<file path="src/rtl/sonar_fb_pkg.sv">
// Shared constants and state encoding for the sonar framebuffer writer.
// Geometry defaults describe a 640x480 one-bit-per-pixel display.
package sonar_fb_pkg;

  localparam int FB_WIDTH  = 640;
  localparam int FB_HEIGHT = 480;
  localparam int FB_DEPTH  = 307200;
  localparam int FB_ADDR_W = 19;
  localparam int FB_X_W    = 10;
  localparam int FB_Y_W    = 9;

  typedef enum logic [1:0] {
    ST_CLEAR = 2'd0,
    ST_IDLE  = 2'd1,
    ST_ERASE = 2'd2,
    ST_PLOT  = 2'd3
  } fb_state_t;

endpackage

</file>
<file path="src/rtl/fb_addr_stepper.sv">
// Running framebuffer address: walks linearly for a full clear, or down one
// column (stride WIDTH) with a row counter for a bearing erase.
module fb_addr_stepper
  import sonar_fb_pkg::*;
#(
  parameter int WIDTH  = FB_WIDTH,
  parameter int HEIGHT = FB_HEIGHT
) (
  input  logic                 clk,
  input  logic                 srst,
  input  logic                 load,
  input  logic [FB_ADDR_W-1:0] load_addr,
  input  logic                 load_wide,
  input  logic                 step,
  output logic [FB_ADDR_W-1:0] addr,
  output logic [FB_Y_W-1:0]    row,
  output logic                 last
);

  localparam logic [FB_ADDR_W-1:0] ROW_STRIDE = FB_ADDR_W'(WIDTH);
  localparam logic [FB_ADDR_W-1:0] LAST_ADDR  = FB_ADDR_W'(WIDTH * HEIGHT - 1);
  localparam logic [FB_Y_W-1:0]    LAST_ROW   = FB_Y_W'(HEIGHT - 1);

  logic [FB_ADDR_W-1:0] addr_reg;
  logic [FB_Y_W-1:0]    row_reg;
  logic                 wide_reg;

  always_ff @(posedge clk) begin
    if (srst) begin
      addr_reg <= '0;
      row_reg  <= '0;
      wide_reg <= 1'b0;
    end else if (load) begin
      addr_reg <= load_addr;
      row_reg  <= '0;
      wide_reg <= load_wide;
    end else if (step) begin
      addr_reg <= addr_reg + (wide_reg ? ROW_STRIDE : FB_ADDR_W'(1));
      if (wide_reg) begin
        row_reg <= row_reg + FB_Y_W'(1);
      end
    end
  end

  assign addr = addr_reg;
  assign row  = row_reg;
  // Column walks end on the bottom row; linear walks end on the final pixel.
  assign last = wide_reg ? (row_reg == LAST_ROW) : (addr_reg == LAST_ADDR);

endmodule

</file>
<file path="src/rtl/sonar_fb_writer.sv">
// Sonar sweep renderer: clears the screen, then for each sample erases its
// bearing column and lights the echo pixel, one framebuffer write per cycle.
module sonar_fb_writer #(
  parameter int FB_WIDTH  = sonar_fb_pkg::FB_WIDTH,
  parameter int FB_HEIGHT = sonar_fb_pkg::FB_HEIGHT
) (
  input  logic                               CLK100MHZ,
  input  logic                               reset,
  input  logic                               sample_valid,
  input  logic [sonar_fb_pkg::FB_X_W-1:0]    sample_x,
  input  logic [sonar_fb_pkg::FB_Y_W-1:0]    sample_y,
  output logic                               sample_ready,
  input  logic                               clear_req,
  output logic                               wr_en,
  output logic [sonar_fb_pkg::FB_ADDR_W-1:0] wr_addr,
  output logic                               wr_data,
  output logic                               busy,
  output logic                               done,
  output logic                               err
);
  import sonar_fb_pkg::*;

  fb_state_t            state_reg;
  logic                 clear_pending_reg;
  logic                 wr_en_reg;
  logic                 wr_data_reg;
  logic                 done_reg;
  logic                 err_reg;
  logic [FB_Y_W-1:0]    y_reg;
  logic [FB_ADDR_W-1:0] plot_addr_reg;

  logic                 step_load;
  logic [FB_ADDR_W-1:0] step_load_addr;
  logic                 step_load_wide;
  logic                 step_step;
  logic [FB_ADDR_W-1:0] step_addr;
  logic [FB_Y_W-1:0]    step_row;
  logic                 step_last;

  logic accept;
  logic x_in_range;
  logic y_in_range;

  assign sample_ready = (state_reg == ST_IDLE) & ~clear_req & ~clear_pending_reg;
  assign accept       = sample_valid & sample_ready;
  assign x_in_range   = int'(sample_x) < FB_WIDTH;
  assign y_in_range   = int'(y_reg) < FB_HEIGHT;

  fb_addr_stepper #(
    .WIDTH  (FB_WIDTH),
    .HEIGHT (FB_HEIGHT)
  ) u_stepper (
    .clk       (CLK100MHZ),
    .srst      (reset),
    .load      (step_load),
    .load_addr (step_load_addr),
    .load_wide (step_load_wide),
    .step      (step_step),
    .addr      (step_addr),
    .row       (step_row),
    .last      (step_last)
  );

  // The stepper always holds the address of the write currently on the bus.
  always_comb begin
    step_load      = 1'b0;
    step_load_addr = '0;
    step_load_wide = 1'b0;
    step_step      = 1'b0;
    case (state_reg)
      ST_IDLE: begin
        if (clear_req | clear_pending_reg) begin
          step_load = 1'b1;
        end else if (accept & x_in_range) begin
          step_load      = 1'b1;
          step_load_addr = FB_ADDR_W'(sample_x);
          step_load_wide = 1'b1;
        end
      end
      ST_CLEAR, ST_ERASE: step_step = wr_en_reg & ~step_last;
      default: ;
    endcase
  end

  always_ff @(posedge CLK100MHZ) begin
    if (reset) begin
      state_reg         <= ST_CLEAR;
      clear_pending_reg <= 1'b0;
      wr_en_reg         <= 1'b0;
      wr_data_reg       <= 1'b0;
      done_reg          <= 1'b0;
      err_reg           <= 1'b0;
      y_reg             <= '0;
      plot_addr_reg     <= '0;
    end else begin
      done_reg <= 1'b0;
      err_reg  <= 1'b0;
      case (state_reg)
        ST_CLEAR: begin
          clear_pending_reg <= 1'b0;
          // First cycle out of reset only arms the write strobe at address 0.
          if (!wr_en_reg) begin
            wr_en_reg <= 1'b1;
          end else if (step_last) begin
            state_reg <= ST_IDLE;
            wr_en_reg <= 1'b0;
          end
        end
        ST_IDLE: begin
          if (clear_req | clear_pending_reg) begin
            state_reg         <= ST_CLEAR;
            clear_pending_reg <= 1'b0;
            wr_en_reg         <= 1'b1;
            wr_data_reg       <= 1'b0;
          end else if (accept) begin
            if (x_in_range) begin
              state_reg   <= ST_ERASE;
              y_reg       <= sample_y;
              wr_en_reg   <= 1'b1;
              wr_data_reg <= 1'b0;
            end else begin
              err_reg <= 1'b1;
            end
          end
        end
        ST_ERASE: begin
          if (clear_req) clear_pending_reg <= 1'b1;
          // Capture the echo address as the column walk passes it.
          if (step_row == y_reg) plot_addr_reg <= step_addr;
          if (step_last) begin
            if (y_in_range) begin
              state_reg   <= ST_PLOT;
              wr_data_reg <= 1'b1;
            end else begin
              state_reg <= ST_IDLE;
              wr_en_reg <= 1'b0;
              done_reg  <= 1'b1;
            end
          end
        end
        ST_PLOT: begin
          if (clear_req) clear_pending_reg <= 1'b1;
          state_reg   <= ST_IDLE;
          wr_en_reg   <= 1'b0;
          wr_data_reg <= 1'b0;
          done_reg    <= 1'b1;
        end
        default: state_reg <= ST_CLEAR;
      endcase
    end
  end

  assign wr_en   = wr_en_reg;
  assign wr_data = wr_data_reg;
  assign wr_addr = !wr_en_reg ? '0 : ((state_reg == ST_PLOT) ? plot_addr_reg : step_addr);
  assign busy    = state_reg != ST_IDLE;
  assign done    = done_reg;
  assign err     = err_reg;

endmodule

</file>
<file path="config.mk">
export PLATFORM = sky130hd
export DESIGN_NAME = sonar_fb_writer
export DESIGN_NICKNAME = d
export VERILOG_FILES = /design/src/rtl/sonar_fb_pkg.sv /design/src/rtl/fb_addr_stepper.sv /design/src/rtl/sonar_fb_writer.sv
export SDC_FILE = /design/constraint.sdc
export NUM_CORES = 1
export LEC_CHECK = 0
export CAP_MARGIN = 15
export CORE_MARGIN = 2
export CORE_UTILIZATION = 34
export DETAILED_ROUTE_END_ITERATION = 8
export PLACE_DENSITY = 0.52
export SYNTH_ARGS = -nofsm -noshare
export SYNTH_HDL_FRONTEND = slang
export SYNTH_SLANG_ARGS = --single-unit
</file>
<file path="constraint.sdc">
create_clock -name CLK100MHZ -period 2.6 [get_ports CLK100MHZ]
set_input_delay 0.52 -clock CLK100MHZ [delete_from_list [all_inputs] [get_ports CLK100MHZ]]
set_output_delay 0.52 -clock CLK100MHZ [all_outputs]
set_load 0.01 [all_outputs]
</file>
==> results of run 1 <==
-- repair_timing --
action | CTS | global route
resized for setup | 0 | 2
buffers inserted | 0 | 0
endpoints found under the setup margin | 0 | 18
-- power by group through the flow --
| stage | combinational, µW | clock (µW) | sequential [µW] |
|---|---|---|---|
| 2_1_floorplan | 194 | 0 | 1040 |
| 3_3_place_gp | 331 | 0 | 1050 |
| 3_5_place_dp | 333 | 0 | 1050 |
| 4_1_cts | 335 | 895 | 1030 |
| 5_1_grt | 379 | 933 | 1030 |
| 6_report | 340 | 868 | 1030 |
-- worst max-delay path: stages, from the launching register on --
cell and delay, ps:
dfxtp_1 340, inv_1 110, ha_2 260, nor3b_2 210, buf_4 180, clkdlybuf4s50_1 550
-- area by class of cell --
class                      count  area share
clock buffer                  11      0.0316
sequential                    64       0.286
tap                          136      0.0380
clock inverter                 5      0.0126
inverter                      13      0.0109
timing repair buffer          74       0.154
multi-input combinational    320       0.467
-- metrics by stage --
step	hold slack, ps	instance area, µm²	setup slack [ps]	power (µW)
final	471	4480	82.8	2230
after global routing	500	4480	-0.414	2340
after CTS	473	4460	15.7	2260
after detailed placement	463	4260	141	1380
after global placement	462	4260	186	1380
after floorplan	449	3540	408	1240
-- synth_stat cells (all sizes together), types with 9 or more instances --
cell type  number  area share
nand3          12       0.017
nor2           59       0.063
nand4          11       0.019
o21ai          10       0.014
o31ai          11       0.023
buf            12       0.022
a21oi          22       0.031
nor3           17       0.024
or4             9       0.020
inv            13       0.014
dfxtp          64        0.36
xnor2          13       0.032
mux2i          40        0.11
nand2          46       0.049
ha             10       0.035
clkbuf         16       0.017
-- worst min-delay path by stage --
stage                     cells after the start                    end
after floorplan                               2  y_reg[0]$_SDFFE_PP0P_
after global placement                        2  y_reg[3]$_SDFFE_PP0P_
after detailed placement                      2  y_reg[3]$_SDFFE_PP0P_
after CTS                                     2  y_reg[3]$_SDFFE_PP0P_
after global routing                          2  y_reg[3]$_SDFFE_PP0P_
final                                         2  y_reg[3]$_SDFFE_PP0P_
-- logic make-up (layout without fill, tap and decap cells) --
kind of cell / count (synthesis) / after routing / synth area share
and+or+nand+nor: 174 / 174 / 0.239
AOI/OAI and AO/OA: 77 / 78 / 0.153
DFF: 64 / 64 / 0.362
buffers and inverters: 41 / 103 / 0.0527
muxes: 40 / 40 / 0.113
xor gates and xnor gates: 18 / 18 / 0.0445
adders and majority gates: 10 / 10 / 0.0353
-- layer usage --
| layer | GRT usage | wire length [µm] |
|---|---|---|
| met5 | 0 | 0 |
| met4 | 0.0705 | 189 |
| met3 | 0.0356 | 488 |
| met2 | 0.295 | 4360 |
| met1 | 0.227 | 4410 |
==> metrics.md, run 1 <==
| Metric | Value |
|---|---|
| Pin count of the biggest net entering global routing | `47` |
| Min Tclk post-route | `2520 ps` |
| Initial antenna violation count | `0` |
| Root buffer cell | `clkbuf_8` |
| Startpoint Class | `flop` |
| Vias in the first global route | `3237` |
| Post-Syn Instances | `424` |
| RR Startpoint | `u_stepper.wide_reg$_SDFFE_PP0P_` |
| Crit Path Max Fanout | `6` |
| Reg2reg path depth | `8` |
| Yosys Warn Count | `0` |
| Final setup violation count | `0` |
| Share of cells above drive strength 1 | `0.105` |
| Most common cell after layout, fill and taps aside | `dfxtp_1` |
| Hold_buf cts | `0` |
| Total net switching power | `612 µW` |
| Power density over cell area | `499 mW/mm²` |
| Commonest non-fill, non-tap cells in the layout | `dfxtp_1 (64), nor2_1 (59), clkdlybuf4s50_1 (47), nand2_1 (45), mux2i_1 (40)` |
| Gr ovfl total | `0` |
| Avg Cell Area, Syn | `8.35 µm²` |
| Layout area overhead | `26.5%` |
| Number of port buffers | `47` |
| Comb pwr share | `0.152` |
| Post-synth ARST share | `0` |
| Min-Delay Path Class | `reg -> reg` |
| WL per Instance | `15.2 µm` |
| RR Endpoint | `u_stepper.addr[18]$_SDFFE_PP0P_` |
| Max-cap violations | `0` |
| Run status | `finished clean` |
| Max_slew headroom | `0.482` |
| R2R Setup Slk | `230 ps` |
| IO Pins | `48` |
| Switching share of power | `0.274` |
| CP arrival | `2000 ps` |
| Deepest clock path buffer count | `2` |
| Post-Route WL | `9.45 mm` |
| Clk pin slew, worst setup/hold paths | `80 ps` |
| Share of power burned in registers | `0.459` |
| Seq cells post-synth | `64` |
| Hold path startpoint | `y_reg[3]$_SDFFE_PP0P_` |
| Unrepaired setup endpoints after global routing | `true` |
| Drt via density | `5.23` |
| Sum Neg Setup Slack | `0 ps` |
| Cells after DPL | `606` |
| RePlAce Congestion | `0.822` |
| Fin nets | `515` |
| Max VDD drop | `225 µV` |
| CTS H-tree depth | `3` |
| Worst-margin pin slew | `773 ps` |
| Dpl hpwl | `6.76 mm` |
| Ant diodes | `0` |
| Critical path origin | `state_reg[1]$_SDFFE_PP0P_` |
| Post-Syn Nets | `457` |
| Total core area | `0.0102 mm²` |
| Total CTS buffers | `9` |
| Cell variety after synth | `55` |
| DRT iter0 DRCs | `178` |
| FF+latch area | `0.00128 mm²` |
| Cell Int Power | `1620 µW` |
| First-pass GRT wire length | `15.9 mm` |
| Fmax | `0.397 GHz` |
| GR Util All Layers | `0.178` |
| Final hold violations | `0` |
| Routed Antenna Nets | `0` |
| Leakage | `0.00152 µW` |
| Drc violations | `0` |
| CTS tree | `built` |
| Worst Skew | `9.41 ps` |
| Last element of the critical path | `sample_ready` |
| Max-slew violation count | `0` |
| Clock latency on the worst-skew pair | `340 ps` |
| Clock Sinks | `64` |
| Vias post-DR | `3259` |
| Clk pwr share | `0.389` |
| Row count | `37` |
| Multi-input gate area | `0.00209 mm²` |
| EDFF count, synth | `0` |
| Endpoint type of the worst setup path | `output port` |
| Die X | `106 µm` |
| Prevailing post-synth register cell | `dfxtp_1` |
| Final std cells w/o fill | `623` |
| Final period util | `0.968` |
| Die area | `0.0112 mm²` |
| Effective utilization at floorplan | `0.346` |
| Netlist Area Pre-Place | `0.00354 mm²` |
| Critical path type | `reg -> out` |
| Fill cells | `1048` |
| Die height | `106 µm` |
| CP required | `2080 ps` |
| Post-synthesis sequential area ratio | `0.362` |
| Finished Core Util | `0.438` |
| TritonRoute pass-1 iters | `4` |
No activity file was read; power rests on OpenSTA's default activity.
==> run 2: changes to the inputs <==
--- a/config.mk
+++ b/config.mk
@@ -10,6 +10,7 @@
 export CORE_UTILIZATION = 34
 export DETAILED_ROUTE_END_ITERATION = 8
 export PLACE_DENSITY = 0.52
+export SETUP_SLACK_MARGIN = 0.4
 export SYNTH_ARGS = -nofsm -noshare
 export SYNTH_HDL_FRONTEND = slang
 export SYNTH_SLANG_ARGS = --single-unit
==> run 2 against run 1 <==
Compared with the run above:
- via count increased by 2.4%
- largest power group unchanged
- non-clock buffer count increased by 7
- wire length increased by 6.8%
- clock-buffer cell count unchanged
- setup slack improved by 180 ps
- final cell count increased by 1.3%
==> metrics.md, run 2 (synthesized netlist as in run 1, its figures left out) <==
| Metric | Value |
|---|---|
| Critical path type | `reg -> out` |
| Multi-input gate area | `0.00226 mm² (+8.1%)` |
| Crit path cell chain | `ha_4 > buf_12 > mux2i_2 > nor2_1 > clkdlybuf4s50_1` |
| Fmax | `0.427 GHz (+7.5%)` |
| Total net switching power | `635 µW (+3.7%)` |
| Fin nets | `523 (+1.6%)` |
| Unrepaired setup endpoints after global routing | `true` |
| Final period util | `0.901 (-0.0675)` |
| Root buffer cell | `clkbuf_8` |
| First-pass GRT wire length | `16.2 mm (+1.4%)` |
| Initial antenna violation count | `0 (unchanged)` |
| Number of port buffers | `47 (unchanged)` |
| Startpoint Class | `flop` |
| Drt via density | `5.29 (+1.1%)` |
| TritonRoute pass-1 iters | `4 (unchanged)` |
| CTS tree | `built` |
| Switching share of power | `0.279 (+0.00522)` |
| Die height | `106 µm (unchanged)` |
| Max_slew headroom | `0.693 (+0.210)` |
| Cells after DPL | `606 (unchanged)` |
| Sum Neg Setup Slack | `0 ps (unchanged)` |
| Post-Route WL | `10.1 mm (+6.8%)` |
| Die X | `106 µm (unchanged)` |
| Total power | `2270 µW (+1.8%)` |
| DRT iter0 DRCs | `218 (+22%)` |
| CTS H-tree depth | `3 (unchanged)` |
| Finished Core Util | `0.466 (+0.0280)` |
| IO Pins | `48 (unchanged)` |
| RePlAce Congestion | `0.822 (unchanged)` |
| Share of cells above drive strength 1 | `0.170 (+0.0650)` |
| Finished Cell Area | `0.00477 mm² (+6.4%)` |
| Placed cell areas | `0.00426 mm² (unchanged)` |
| Clk pwr share | `0.382 (-0.007)` |
| CP arrival | `1820 ps (-180 ps)` |
| Vias in the first global route | `3272 (+1.1%)` |
| Share of power burned in registers | `0.453 (-0.006)` |
| Family with the most delay on the worst path | `buffers and inverters` |
| Max VDD drop | `225 µV (about the same)` |
| Commonest non-fill, non-tap cells in the layout | `dfxtp_1 (59), nor2_1 (58), nand2_1 (45), mux2i_1 (37)` |
| GR Util All Layers | `0.181 (+0.00285)` |
| Crit Path Max Fanout | `9 (+3)` |
| Max-cap violations | `0 (unchanged)` |
| Effective utilization at floorplan | `0.346 (unchanged)` |
| Power density over cell area | `477 mW/mm² (-4.3%)` |
| Most common cell after layout, fill and taps aside | `dfxtp_1` |
| Total CTS buffers | `9 (unchanged)` |
| Row count | `37 (unchanged)` |
| Clock latency on the worst-skew pair | `340 ps (about the same)` |
| Cell Int Power | `1640 µW (+1.1%)` |
| Gr ovfl total | `0 (unchanged)` |
| WL per Instance | `16.0 µm (+5.5%)` |
| Clk pin slew, worst setup/hold paths | `80 ps (about the same)` |
| Layout area overhead | `34.6%` |
| Die area | `0.0112 mm² (unchanged)` |
| Final hold violations | `0 (unchanged)` |
| Leakage | `0.00181 µW (+20%)` |
| Drc violations | `0 (unchanged)` |
| Worst Skew | `9.56 ps (+0.143 ps)` |
| Hold_buf cts | `0 (unchanged)` |
| Routed Antenna Nets | `0 (unchanged)` |
| Final setup violation count | `0 (unchanged)` |
| Count of buffer and inverter cells on the critical path | `2 (-1)` |
| Worst-margin pin slew | `456 ps (-317 ps)` |
| Final std cells w/o fill | `631 (+1.3%)` |
| Endpoint type of the worst setup path | `output port` |
| Vias post-DR | `3337 (+2.4%)` |
| Min Tclk post-route | `2340 ps (-176 ps)` |
| Run status | `finished clean` |
| Total core area | `0.0102 mm² (unchanged)` |
| Dpl hpwl | `6.76 mm (unchanged)` |
| Clock Sinks | `64 (unchanged)` |
| Max incr delay on CP | `540 ps (about the same)` |
| CP required | `2080 ps (about the same)` |
| Pin count of the biggest net entering global routing | `47 (unchanged)` |
| Ant diodes | `0 (unchanged)` |
| FF+latch area | `0.00129 mm² (+0.88%)` |
| Worst path slowest cell | `clkdlybuf4s50_1` |
| Max-slew violation count | `0 (unchanged)` |
| Comb pwr share | `0.165 (+0.013)` |
| Fill cells | `1010 (-3.6%)` |
| Min-Delay Path Class | `reg -> reg` |
| Deepest clock path buffer count | `2 (unchanged)` |
run 2: changes by cell type in the layout (fill, tap and decap cells not counted), sizes merged:
cell,change
buf,+6
dlygate4sd2,+1
dlymetal6s2s,+13
clkdlybuf4s50,-16
clkdlybuf4s15,+1
o211ai,+1
clkbuf,+2
run 2: area by class of cell:
class                      count  share of cell area
clock buffer                  11              0.0297
clock inverter                 5              0.0118
inverter                      13              0.0102
multi-input combinational    321               0.475
sequential                    64               0.271
tap                          136              0.0357
timing repair buffer          81               0.167
run 2: routing by layer:
metal	wire length, µm	vias to the layer above	track usage	share of wire
li1	-	1664	-	-
met1	4760	1561	0.230	0.47
met2	4710	89	0.302	0.47
met3	399	23	0.0356	0.040
met4	219	0	0.0705	0.022
met5	0	-	0	0
run 2: power by group through the flow:
stage | clock network (µW) | registers [µW] | logic (µW)
floorplan | 0 | 1040 | 194
global placement | 0 | 1050 | 331
detailed placement | 0 | 1050 | 333
CTS | 895 | 1030 | 345
global route | 933 | 1030 | 411
finish | 869 | 1030 | 376
run 2: path summary, 6_finish.rpt:
check	from	to	slack, ps	depth (start not counted)
hold / removal	y_reg[3]$_SDFFE_PP0P_	y_reg[3]$_SDFFE_PP0P_	470	2
hold reg to reg	y_reg[3]$_SDFFE_PP0P_	y_reg[3]$_SDFFE_PP0P_	470	2
setup reg to reg	u_stepper.wide_reg$_SDFFE_PP0P_	u_stepper.addr[18]$_SDFFE_PP0P_	460	8
setup / recovery	state_reg[1]$_SDFFE_PP0P_	wr_addr[4]	260	5
run 2: timing repair:
action                     in CTS  in global routing
setup endpoints to repair      35                 52
pin swaps                       1                  4
buffers inserted                0                  6
gates cloned                    1                  2
gates resized for setup        19                 42
run 2: worst reg2reg max path, cell delays in order, from the launching register on:
cell     delay (ps)
dfxtp_1         310
inv_1            50
ha_1            170
ha_2            220
nand4_1         200
o21ai_2         300
a31oi_4         180
or4_1           500
a21oi_1         150
run 2: through the flow:
step / setup WS, ps / hold WS, ps
floorplan: 408 / 449
global placement: 186 / 462
detailed placement: 141 / 463
CTS: 201 / 473
global route: 202 / 500
finish: 258 / 471
